**src/rtl/prog_loader_if.sv**
```systemverilog
// Byte-stream input and instruction-memory write port of the boot loader.
// The master is the stream source, which may also observe the memory writes.
interface prog_loader_if #(
  parameter int ADDR_WIDTH = 10
);
  logic [7:0]            in_data;
  logic                  in_valid;
  logic                  in_ready;
  logic                  imem_we;
  logic [ADDR_WIDTH-1:0] imem_addr;
  logic [31:0]           imem_wdata;

  modport master (
    output in_data, in_valid,
    input  in_ready, imem_we, imem_addr, imem_wdata
  );

  modport slave (
    input  in_data, in_valid,
    output in_ready, imem_we, imem_addr, imem_wdata
  );
endinterface

```
**src/rtl/prog_loader.sv**
```systemverilog
// Boot-time program loader: length-prefixed big-endian byte stream into
// instruction memory, holding the core in reset until the image is complete.
module prog_loader #(
  parameter int ADDR_WIDTH = 10,
  parameter int LEN_WIDTH  = 16
) (
  input  logic          clk,
  input  logic          reset,
  input  logic          start,
  prog_loader_if.slave  bus,
  output logic          core_reset,
  output logic          done,
  output logic          error
);

  localparam logic [LEN_WIDTH:0] CAP_WORDS = (LEN_WIDTH+1)'(2**(ADDR_WIDTH-2));

  typedef enum logic [2:0] {
    LEN_HI = 3'd0,
    LEN_LO = 3'd1,
    DATA   = 3'd2,
    WRITE  = 3'd3,
    DONE   = 3'd4,
    ERR    = 3'd5
  } state_t;

  state_t               state, state_nxt;
  logic [7:0]           len_hi, len_hi_nxt;
  logic [LEN_WIDTH-1:0] count, count_nxt;
  logic [LEN_WIDTH-1:0] word_idx, word_idx_nxt;
  logic [1:0]           byte_cnt, byte_cnt_nxt;
  logic [31:0]          wdata, wdata_nxt;
  logic [LEN_WIDTH-1:0] hdr_count;
  logic                 xfer;

  // in_ready and the write strobe are both masked by reset so nothing moves
  // on an edge where reset is low.
  assign bus.in_ready   = reset && (state == LEN_HI || state == LEN_LO || state == DATA);
  assign bus.imem_we    = reset && (state == WRITE);
  assign bus.imem_addr  = {word_idx[ADDR_WIDTH-3:0], 2'b00};
  assign bus.imem_wdata = wdata;

  assign xfer      = bus.in_valid && bus.in_ready;
  assign hdr_count = LEN_WIDTH'({len_hi, bus.in_data});

  always_comb begin
    state_nxt    = state;
    len_hi_nxt   = len_hi;
    count_nxt    = count;
    word_idx_nxt = word_idx;
    byte_cnt_nxt = byte_cnt;
    wdata_nxt    = wdata;
    case (state)
      LEN_HI: begin
        if (xfer) begin
          len_hi_nxt = bus.in_data;
          state_nxt  = LEN_LO;
        end
      end
      LEN_LO: begin
        if (xfer) begin
          count_nxt    = hdr_count;
          word_idx_nxt = '0;
          byte_cnt_nxt = '0;
          if (hdr_count == '0)
            state_nxt = DONE;
          else if ({1'b0, hdr_count} > CAP_WORDS)
            state_nxt = ERR;
          else
            state_nxt = DATA;
        end
      end
      DATA: begin
        if (xfer) begin
          wdata_nxt    = {wdata[23:0], bus.in_data};
          byte_cnt_nxt = byte_cnt + 2'd1;
          if (byte_cnt == 2'd3)
            state_nxt = WRITE;
        end
      end
      WRITE: begin
        if (word_idx == count - LEN_WIDTH'(1)) begin
          state_nxt = DONE;
        end else begin
          word_idx_nxt = word_idx + LEN_WIDTH'(1);
          state_nxt    = DATA;
        end
      end
      DONE, ERR: begin
        if (start) begin
          state_nxt    = LEN_HI;
          word_idx_nxt = '0;
          byte_cnt_nxt = '0;
        end
      end
      default: state_nxt = LEN_HI;
    endcase
  end

  // Status flags are registered from the next state so they line up with
  // the first cycle spent in DONE / ERR.
  always_ff @(posedge clk) begin
    if (!reset) begin
      state      <= LEN_HI;
      len_hi     <= '0;
      count      <= '0;
      word_idx   <= '0;
      byte_cnt   <= '0;
      wdata      <= '0;
      done       <= 1'b0;
      error      <= 1'b0;
      core_reset <= 1'b1;
    end else begin
      state      <= state_nxt;
      len_hi     <= len_hi_nxt;
      count      <= count_nxt;
      word_idx   <= word_idx_nxt;
      byte_cnt   <= byte_cnt_nxt;
      wdata      <= wdata_nxt;
      done       <= (state_nxt == DONE);
      error      <= (state_nxt == ERR);
      core_reset <= (state_nxt != DONE);
    end
  end

endmodule

```
**src/flat_wrapper.sv**
```systemverilog
// flat-port wrapper written by rule: the top's interface ports become plain ports
module prog_loader_flat 
#(
  parameter int ADDR_WIDTH = 10,
  parameter int LEN_WIDTH  = 16
)
  (clk, reset, start, core_reset, done, error, bus_in_data, bus_in_valid, bus_in_ready, bus_imem_we, bus_imem_addr, bus_imem_wdata);
  prog_loader_if #(.ADDR_WIDTH(ADDR_WIDTH)) bus_i ();
  input  logic clk;
  input  logic reset;
  input  logic start;
  output logic core_reset;
  output logic done;
  output logic error;
  input wire logic [$bits(bus_i.in_data)-1:0] bus_in_data;
  input wire logic [$bits(bus_i.in_valid)-1:0] bus_in_valid;
  output wire logic [$bits(bus_i.in_ready)-1:0] bus_in_ready;
  output wire logic [$bits(bus_i.imem_we)-1:0] bus_imem_we;
  output wire logic [$bits(bus_i.imem_addr)-1:0] bus_imem_addr;
  output wire logic [$bits(bus_i.imem_wdata)-1:0] bus_imem_wdata;
  assign bus_i.in_data = bus_in_data;
  assign bus_i.in_valid = bus_in_valid;
  assign bus_in_ready = bus_i.in_ready;
  assign bus_imem_we = bus_i.imem_we;
  assign bus_imem_addr = bus_i.imem_addr;
  assign bus_imem_wdata = bus_i.imem_wdata;
  prog_loader #(.ADDR_WIDTH(ADDR_WIDTH), .LEN_WIDTH(LEN_WIDTH)) u_core (.clk(clk), .reset(reset), .start(start), .bus(bus_i), .core_reset(core_reset), .done(done), .error(error));
endmodule
```
**config.mk**
```make
export PLATFORM = sky130hd
export DESIGN_NAME = prog_loader_flat
export DESIGN_NICKNAME = d
export VERILOG_FILES = /design/src/rtl/prog_loader_if.sv /design/src/rtl/prog_loader.sv /design/src/flat_wrapper.sv
export SDC_FILE = /design/constraint.sdc
export NUM_CORES = 1
export LEC_CHECK = 0
export CORE_ASPECT_RATIO = 0.6
export CORE_MARGIN = 5
export CORE_UTILIZATION = 52
export CTS_CLUSTER_DIAMETER = 80
export DETAILED_ROUTE_END_ITERATION = 7
export PLACE_DENSITY_LB_ADDON = 0.15
export SETUP_SLACK_MARGIN = 0.5
export SKIP_LAST_GASP = 1
export SLEW_MARGIN = 20
export SYNTH_ARGS = -nofsm -noshare
export SYNTH_HDL_FRONTEND = slang
export SYNTH_SLANG_ARGS = --single-unit
```
**constraint.sdc**
```tcl
create_clock -name clk -period 4.2 [get_ports clk]
set_input_delay 0.42 -clock clk [delete_from_list [all_inputs] [get_ports clk]]
set_output_delay 0.42 -clock clk [all_outputs]
set_load 0.02 [all_outputs]
```
==> impl_results.md, run 1 <==
* Status: finished clean
* Worst path cell trace: inv_1, ha_1, or4b_1, o21ai_0, nand4_1, a2111oi_2, o2111ai_2, o21ai_1, o21ai_0, a21oi_1
* WS Path Type: register to register
* Vias in the first global route at 3103
* # setup viols final at 0
* Root Driver: clkbuf_16
* Top Family by Delay on Critical Path: compound AO/OA/AOI/OAI gates
* Worst slack at placement at 0.947 ns
* Synth Cell Area at 3740 sq um
* CP Depth at 10
* Register area share after synthesis at 0.428
* Worst Skew at 0.00495 ns
* Power density over the cells at 360 nW/um^2
* CTS resizes at 0
* Worst skew pair latency at 0.34 ns
* Final ANT Viol Nets at 0
* Die X at 120 um
* Area after DPL at 4290 sq um
* Min Tclk post-route at 3.32 ns
* Crit Reg-Reg Endpoint: u_core.word_idx[3]
* Die Ht at 75.7 um
* Die area at 9050 sq um
* Worst Path Required at 4.46 ns
* Final slew viol count at 0
* Cell count of the worst hold path at 2
* DRC errors left at 0
* Pleak at 1.61 nW
* Total power draw at 0.00165 W
* Final HPWL DP at 6420 um
* Reg-to-reg setup timing slack at 0.88 ns
* Worst-margin pin slew at 0.928 ns
* Post-route cell area at 4580 sq um
* Max-slew headroom at 0.379
* Via/cell ratio at 5.64
* CP Launch Type: register
* CP Capture Type: register
* RSZ-0062 raised after global routing: false
* ANT cells at 0
* Buffers and inverters on the worst path at 1
* Crit path largest cell delay at 0.63 ns
* Worst setup path end: u_core.word_idx[3]
* Inst Count DP at 597
* Gr usage total at 0.213
* Count of flip-flops with a built-in enable after synthesis at 0
* PnR worst setup slack at 0.876 ns
* Top cells by area, synth: dfxtp_1, nand2_1, a21oi_1
* CP startpoint: u_core.count[0]
* Placeable Area at 6820 sq um
* Critical Path Slowest Stage Cell: or4b_1
* Critical register-to-register path startpoint: u_core.count[0]
* Via count at 3453
* Std cell rows at 23
* Final Hold Vio Count at 0
* Largest net degree at the start of global routing at 63
* CTS Buf Count at 9
* Initial core utilization at 0.549
* Reg clk slew, reported paths at 0.06 ns
* RD Place Congestion at 0.930
* Setup TNS at 0 ns
* Fin cells at 612
* PortBufs at 56
* Syn Inst Count at 481
* Period utilization at 0.791
* Post-CTS Hold Fix Bufs at 0
* Asr flop ratio synth at 0
* HP Class: register to register
* Syn avg cell area at 7.78 sq um
* Max H-tree Level at 3
* Worst Reg-to-Reg Cells at 10
* Initial antenna violation count at 0
* DR WL/cell at 15.0 um
* Synth Flop Type: dfxtp_1
* Synth area leader: dfxtp_1
* Postcts setup bufs at 0
* Area delta synth->final at 22.4%
* Highest clock rate at 301 MHz
* Total gr overflow at 0
* Clock Path Buffers at 2
* CTS tree: yes
* Worst Path Arrival at 3.59 ns
* Post-synthesis register bit count at 80
* I/O pin count at 59
* Maxcap violations at 0
* DR iter-0 viols at 364
* Worst VDD drop at 0.000224 V
* First-pass GRT wire length at 15500 um
* WL final at 9160 um
* CTS sink count at 80
* TritonRoute pass-1 iters at 5
* Most used cell, CP: o21ai_0
* Layout cell share with drive strength beyond 1 at 0.0552
* Ys Warns at 0
* Crit-path max FO at 15
* Yosys top cell area share at 0.428
* Number of nets in the layout at 536
* Synth cell types at 52
==> through the flow <==
step | utilization | hold WS (ns)
2_1_floorplan | - | 0.445
3_3_place_gp | 0.630 | 0.441
3_5_place_dp | 0.630 | 0.446
4_1_cts | 0.672 | 0.453
5_1_grt | 0.672 | 0.477
6_report | 0.672 | 0.452
==> registers in the layout, summed over array words and instances (netlist names) <==
signal and flops:
u_core.len_hi 8, u_core.count 16, u_core.byte_cnt 2, u_core.core_reset 1, u_core.bus.imem_wdata 32, u_core.done 1
u_core.error 1, u_core.state 3, u_core.word_idx 16
==> Yosys cell counts, types with 4 or more instances <==
master and n:
buf_4 10, nor2_1 20, nand3b_1 4, dfxtp_1 80, a21oi_1 75, and3_1 6, xor2_1 13, or3_1 10
nor3_1 10, nand2_1 130, nor4_1 5, inv_1 6, clkbuf_1 21, o21ai_0 13, xnor2_1 8, nand4_1 5
o31ai_1 4, nand3_1 6
==> worst min-delay path by stage <==
stage / endpoint / start / slack (ns)
3_5_place_dp: u_core.bus.imem_wdata[24] / u_core.bus.imem_wdata[24] / 0.45
5_1_grt: u_core.bus.imem_wdata[30] / u_core.bus.imem_wdata[30] / 0.48
4_1_cts: u_core.bus.imem_wdata[24] / u_core.bus.imem_wdata[24] / 0.45
2_1_floorplan: u_core.count[15] / u_core.len_hi[7] / 0.44
3_3_place_gp: u_core.bus.imem_wdata[27] / u_core.bus.imem_wdata[27] / 0.44
6_report: u_core.bus.imem_wdata[24] / u_core.bus.imem_wdata[24] / 0.45
==> logic make-up after synthesis <==
family / synth area share
flip-flops: 0.428
AO/OA/AOI/OAI: 0.176
AND/OR/NAND/NOR: 0.276
other: 0.00100
XOR/XNOR: 0.0491
multiplexers: 0.00535
adder cells (fa/ha/maj): 0.0100
buffers and inverters: 0.0548
==> placed cells by master, fill, tap and decap left out, types with 4 or more instances in the layout <==
cell | Yosys | routed
nand2_1 | 130 | 130
dfxtp_1 | 80 | 80
a21oi_1 | 75 | 75
clkdlybuf4s50_1 | 0 | 56
nor2_1 | 20 | 20
xor2_1 | 13 | 13
o21ai_0 | 13 | 12
nor3_1 | 10 | 10
or3_1 | 10 | 10
clkbuf_16 | 0 | 9
xnor2_1 | 8 | 8
buf_4 | 10 | 7
inv_1 | 6 | 6
nand3_1 | 6 | 6
and3_1 | 6 | 6
nand4_1 | 5 | 5
nor4_1 | 5 | 5
nand3b_1 | 4 | 4
o31ai_1 | 4 | 4
==> area by class of cell <==
cell class	instances	area [sq um]
Multi-Input combinational cell	360	1940
Fill cell	593	2240
Clock inverter	4	45.0
Timing Repair Buffer	63	613
Sequential cell	80	1600
Tap cell	87	109
Clock buffer	11	243
Inverter	7	26.3
==> power by group <==
group / internal, W / total (W) / switching, W / leakage (nW)
logic: 0.0000422 / 0.000106 / 0.0000637 / 0.817
registers: 0.000767 / 0.000776 / 0.00000919 / 0.645
clock network: 0.000470 / 0.000766 / 0.000296 / 0.145
total: 0.00128 / 0.00165 / 0.000369 / 1.61
==> tightest hold or removal path, cell delays in order, from the launching register on <==
cell	delay [ns]
dfxtp_1	0.31
nand2_1	0.05
a21oi_1	0.05
==> routing by layer <==
metal,wire length [um],global-route usage
met5,0,0
met4,91,0.0622
met3,652,0.0631
met2,3870,0.321
met1,4550,0.300
Power figures use the tool's default switching activity.
==> inputs of run 2 (changes only) <==
- CORE_UTILIZATION: 52 -> 48
- clock period: 4.2 -> 2.8 ns (I/O delays scaled with it)
==> impl_results.md, run 2 (synthesis results as in run 1) <==
* Status: finished with violations
* Failing checks: setup timing
* Largest net degree at the start of global routing at 63
* Max reg flops at 32
* DR iter-0 viols at 385
* WL final at 9890 um
* RSZ-0062 raised after global routing: true
* Total gr overflow at 0
* Worst Path Arrival at 3.03 ns
* Number of nets in the layout at 554
* RD Place Congestion at 0.814
* Post-CTS Hold Fix Bufs at 0
* Final slew viol count at 0
* DR WL/cell at 15.3 um
* First-pass GRT wire length at 16200 um
* PnR worst setup slack at -0.00336 ns
* WS Path Type: register to register
* Worst Path Required at 3.03 ns
* Clock share of power at 0.440
* Final Hold Vio Count at 0
* Worst Reg-to-Reg Cells at 11
* Hold WS at 0.450 ns
* Number of fill cells in the layout at 630
* Setup TNS at -0.00336 ns
* Area delta synth->final at 31.1%
* Die area at 9720 sq um
* Initial antenna violation count at 0
* Reg clk slew, reported paths at 0.06 ns
* TritonRoute pass-1 iters at 5
* Sw Pwr at 0.000568 W
* Placeable Area at 7420 sq um
* CTS Buf Count at 9
* Area of the multi-input gates at 2120 sq um
* Layout cell share with drive strength beyond 1 at 0.136
* Final HPWL DP at 6550 um
* Max H-tree Level at 3
* HP Class: register to register
* Total power draw at 0.00241 W
* Min Tclk post-route at 2.80 ns
* Std cell rows at 24
* Die X at 124 um
* Initial core utilization at 0.505
* Power density over the cells at 492 nW/um^2
* Clock Path Buffers at 2
* I/O pin count at 59
* Sequential power share at 0.482
* P_int at 0.00184 W
* Comb power frac at 0.077
* Root Driver: clkbuf_16
* FF/Latch Area at 1610 sq um
* Commonest non-fill, non-tap cells in the layout: nand2_1, dfxtp_1, a21oi_1
* Worst slack at placement at 0.0568 ns
* Vias in the first global route at 3222
* # setup viols final at 1
* CP Capture Type: register
* Sw Share at 0.236
* Worst skew pair latency at 0.34 ns
* CTS sink count at 80
* Crit-path max FO at 7
* Via count at 3590
* Cell count of the worst hold path at 2
* PortBufs at 56
* Worst VDD drop at 0.000359 V
* CP Launch Type: register
* Pleak at 1.71 nW
* Max-slew headroom at 0.482
* Post-layout util at 0.661
* Maxcap violations at 0
* Via/cell ratio at 5.54
* CTS tree: yes
* Gr usage total at 0.209
* Period utilization at 1.00
* Final ANT Viol Nets at 0
* Die Ht at 78.4 um
* ANT cells at 0
* Worst Skew at 0.00721 ns
* Highest clock rate at 357 MHz
* DRC errors left at 0
* Commonest non-fill, non-tap cell in the layout: nand2_1
* Worst-margin pin slew at 0.771 ns
==> run 2: cell count changes in the layout (fill, tap and decap cells not counted), sizes merged <==
cell,previous run,this run
buf,7,23
clkdlybuf4s50,56,55
dlymetal6s2s,0,1
clkbuf,11,12
bufinv,1,0
o21ai,14,15
o2111ai,2,3
clkinv,3,4
==> run 2: critical path, stage by stage (launching register included) <==
cell,delay (ns)
dfxtp_4,0.37
inv_4,0.06
ha_4,0.12
or4b_4,0.52
o21ai_2,0.15
nand4_1,0.15
a2111oi_4,0.42
o2111ai_4,0.32
buf_6,0.25
nand2_4,0.07
nor3_2,0.04
a211o_1,0.22
==> run 2: area by class of cell <==
cell class / instances / area share
timing repair buffer: 79 / 0.152
clock buffer: 12 / 0.0502
inverter: 7 / 0.00587
sequential: 80 / 0.328
multi-input combinational: 362 / 0.433
tap: 104 / 0.0265
clock inverter: 4 / 0.00408
==> run 2: layer usage <==
layer  track usage  routed length [um]
met5             0                   0
met1         0.306                4870
met4        0.0492                  94
met3        0.0596                 572
met2         0.302                4350
==> run 2: power groups by stage <==
stage,Combinational (W),Clock [W],Sequential [W]
3_5_place_dp,0.000166,0,0.00119
2_1_floorplan,0.000112,0,0.00118
6_report,0.000187,0.00106,0.00116
5_1_grt,0.000202,0.00114,0.00116
3_3_place_gp,0.000162,0,0.00119
4_1_cts,0.000181,0.00108,0.00116
==> run 2: per-stage QoR <==
stage,area (sq um),instances
2_1_floorplan,3810,482
3_3_place_gp,4420,621
3_5_place_dp,4420,621
4_1_cts,4870,648
5_1_grt,4910,648
6_report,4910,648
==> run 2: final timing paths <==
check / startpoint / endpoint / slack [ns]
max: u_core.count[0] / u_core.word_idx[6] / -0.003
min: u_core.bus.imem_wdata[25] / u_core.bus.imem_wdata[25] / 0.45
max reg2reg: u_core.count[0] / u_core.word_idx[6] / -0.003
min reg2reg: u_core.bus.imem_wdata[25] / u_core.bus.imem_wdata[25] / 0.45
==> run 2: timing repair <==
| action | 4_1_cts | 5_1_grt |
|---|---|---|
| resized for setup | 29 | 9 |
| gates cloned | 2 | 0 |
| setup endpoints to repair | 22 | 22 |
| pin swaps | 18 | 5 |
| setup buffers | 9 | 0 |
==> inputs of run 3 (changes only) <==
- CORE_MARGIN: 5 -> unset
==> impl_results.md, run 3 (synthesis results as in run 1) <==
* Total gr overflow at 0
* CP Capture Type: register
* Die Ht at 70.4 um
* WHS Endpoint: u_core.bus.imem_wdata[31]
* Setup TNS at 0 ns
* Via count at 3603
* Worst Skew at 0.00520 ns
* Worst VDD drop at 0.000415 V
* Gr usage total at 0.251
* Via/cell ratio at 5.57
* Initial antenna violation count at 0
* Highest clock rate at 363 MHz
* HP Class: register to register
* Area delta synth->final at 32.9%
* CTS tree: yes
* Max-slew headroom at 0.570
* Max reg flops at 32
* Initial core utilization at 0.507
* Root Driver: clkbuf_16
* Period utilization at 0.983
* Commonest non-fill, non-tap cells in the layout: nand2_1, dfxtp_1, a21oi_1
* WS Path Type: register to register
* Reg-to-reg setup timing slack at 0.05 ns
* Clock Path Buffers at 2
* Maxcap violations at 0
* RSZ-0062 raised after global routing: true
* Worst-margin pin slew at 0.645 ns
* Status: finished clean
* PortBufs at 56
* DR iter-0 viols at 287
* Final Hold Vio Count at 0
* Commonest non-fill, non-tap cell in the layout: nand2_1
* Final HPWL DP at 6310 um
* Layout cell share with drive strength beyond 1 at 0.140
* DR WL/cell at 15.1 um
* Cell count of the worst hold path at 2
* Min Tclk post-route at 2.75 ns
* CTS sink count at 80
* Crit-path max FO at 7
* Max H-tree Level at 3
* # setup viols final at 0
* Final slew viol count at 0
* WL final at 9780 um
* TritonRoute pass-1 iters at 5
* RD Place Congestion at 0.828
* CTS Buf Count at 9
* Worst skew pair latency at 0.34 ns
* Critical register-to-register path startpoint: u_core.count[0]
* Worst Path Required at 3.03 ns
* I/O pin count at 59
* Die X at 116 um
* Worst Path Arrival at 2.98 ns
* First-pass GRT wire length at 15900 um
* ANT cells at 0
* HP Start: u_core.bus.imem_wdata[31]
* Number of nets in the layout at 553
* Hold WS at 0.457 ns
* Final ANT Viol Nets at 0
* Largest net degree at the start of global routing at 63
* Std cell rows at 24
* Pleak at 1.73 nW
* Die area at 8170 sq um
* Crit Reg-Reg Endpoint: u_core.word_idx[6]
* Power density over the cells at 527 nW/um^2
* Reg clk slew, reported paths at 0.06 ns
* DRC errors left at 0
* Vias in the first global route at 3245
* Worst Reg-to-Reg Cells at 11
* CP Launch Type: register
* Placeable Area at 7390 sq um
==> run 3: cell count changes in the layout (fill, tap and decap cells not counted), moves of 2 or more <==
cell / change
bufinv_16: +2
clkinv_2: -3
clkinvlp_4: +2
nor2_1: -2
nor2_2: +2
nor3_1: -3
nor3_2: +3
o21ai_1: +2
o21ai_2: -2
==> run 3: per-layer routing <==
metal  GRT usage  wire, um  up-vias
met5           0         0        -
met4      0.0855       140        0
met3      0.0590       652       10
met2       0.360      4270      126
met1       0.364      4720     1695
li1            -         -     1772
==> run 3: worst max path at each step <==
stage | start | to | slack [ns] | depth (start not counted)
finish | u_core.count[0] | u_core.word_idx[6] | 0.05 | 11
floorplan | u_core.count[0] | u_core.word_idx[4] | 0.28 | 12
CTS | u_core.count[0] | u_core.word_idx[6] | 0.10 | 11
global route | u_core.count[5] | u_core.word_idx[12] | -0.02 | 7
global placement | u_core.count[1] | u_core.word_idx[12] | 0.20 | 9
detailed placement | u_core.count[1] | u_core.word_idx[3] | 0.08 | 10
==> run 3: critical path, cell delays in order (launching register included) <==
cell and delay (ns):
dfxtp_4 0.34, inv_2 0.05, ha_4 0.12, or4b_4 0.54, nor4_4 0.19, nor2_2 0.09
a2111oi_4 0.38, o2111ai_4 0.32, buf_6 0.24, nand2_4 0.07, nor3_2 0.04, a211o_1 0.24
==> run 3: what timing repair did <==
item                       CTS  global route
hold buffers                 0             0
gates resized for setup     11            28
cloned                       2             0
setup endpoints to repair   22            22
setup buffers                3             4
pin swaps                    8             9
==> run 3: area by class of cell <==
| type | count | area (sq um) |
|---|---|---|
| fillers | 623 | 2410 |
| well taps | 104 | 130 |
| inverters | 7 | 26.3 |
| clock buffers | 11 | 243 |
| flip-flops and latches | 80 | 1610 |
| multi-input cells | 362 | 2140 |
| clock inverters | 5 | 80.1 |
| repair buffers | 78 | 739 |
==> run 3: through the flow <==
step | cell area, sq um | cells | utilization | power, W | setup WS, ns
after floorplan | 3810 | 482 | - | 0.00130 | 0.282
after global placement | 4420 | 622 | 0.599 | 0.00135 | 0.196
after detailed placement | 4420 | 622 | 0.599 | 0.00135 | 0.0793
after CTS | 4820 | 643 | 0.653 | 0.00262 | 0.100
after global routing | 4970 | 647 | 0.673 | 0.00270 | -0.0177
final | 4970 | 647 | 0.673 | 0.00262 | 0.0463
==> run 3: power by group <==
part | switching, W | internal, W
combinational | 0.000111 | 0.0000775
clock | 0.000466 | 0.000803
sequential | 0.0000137 | 0.00115
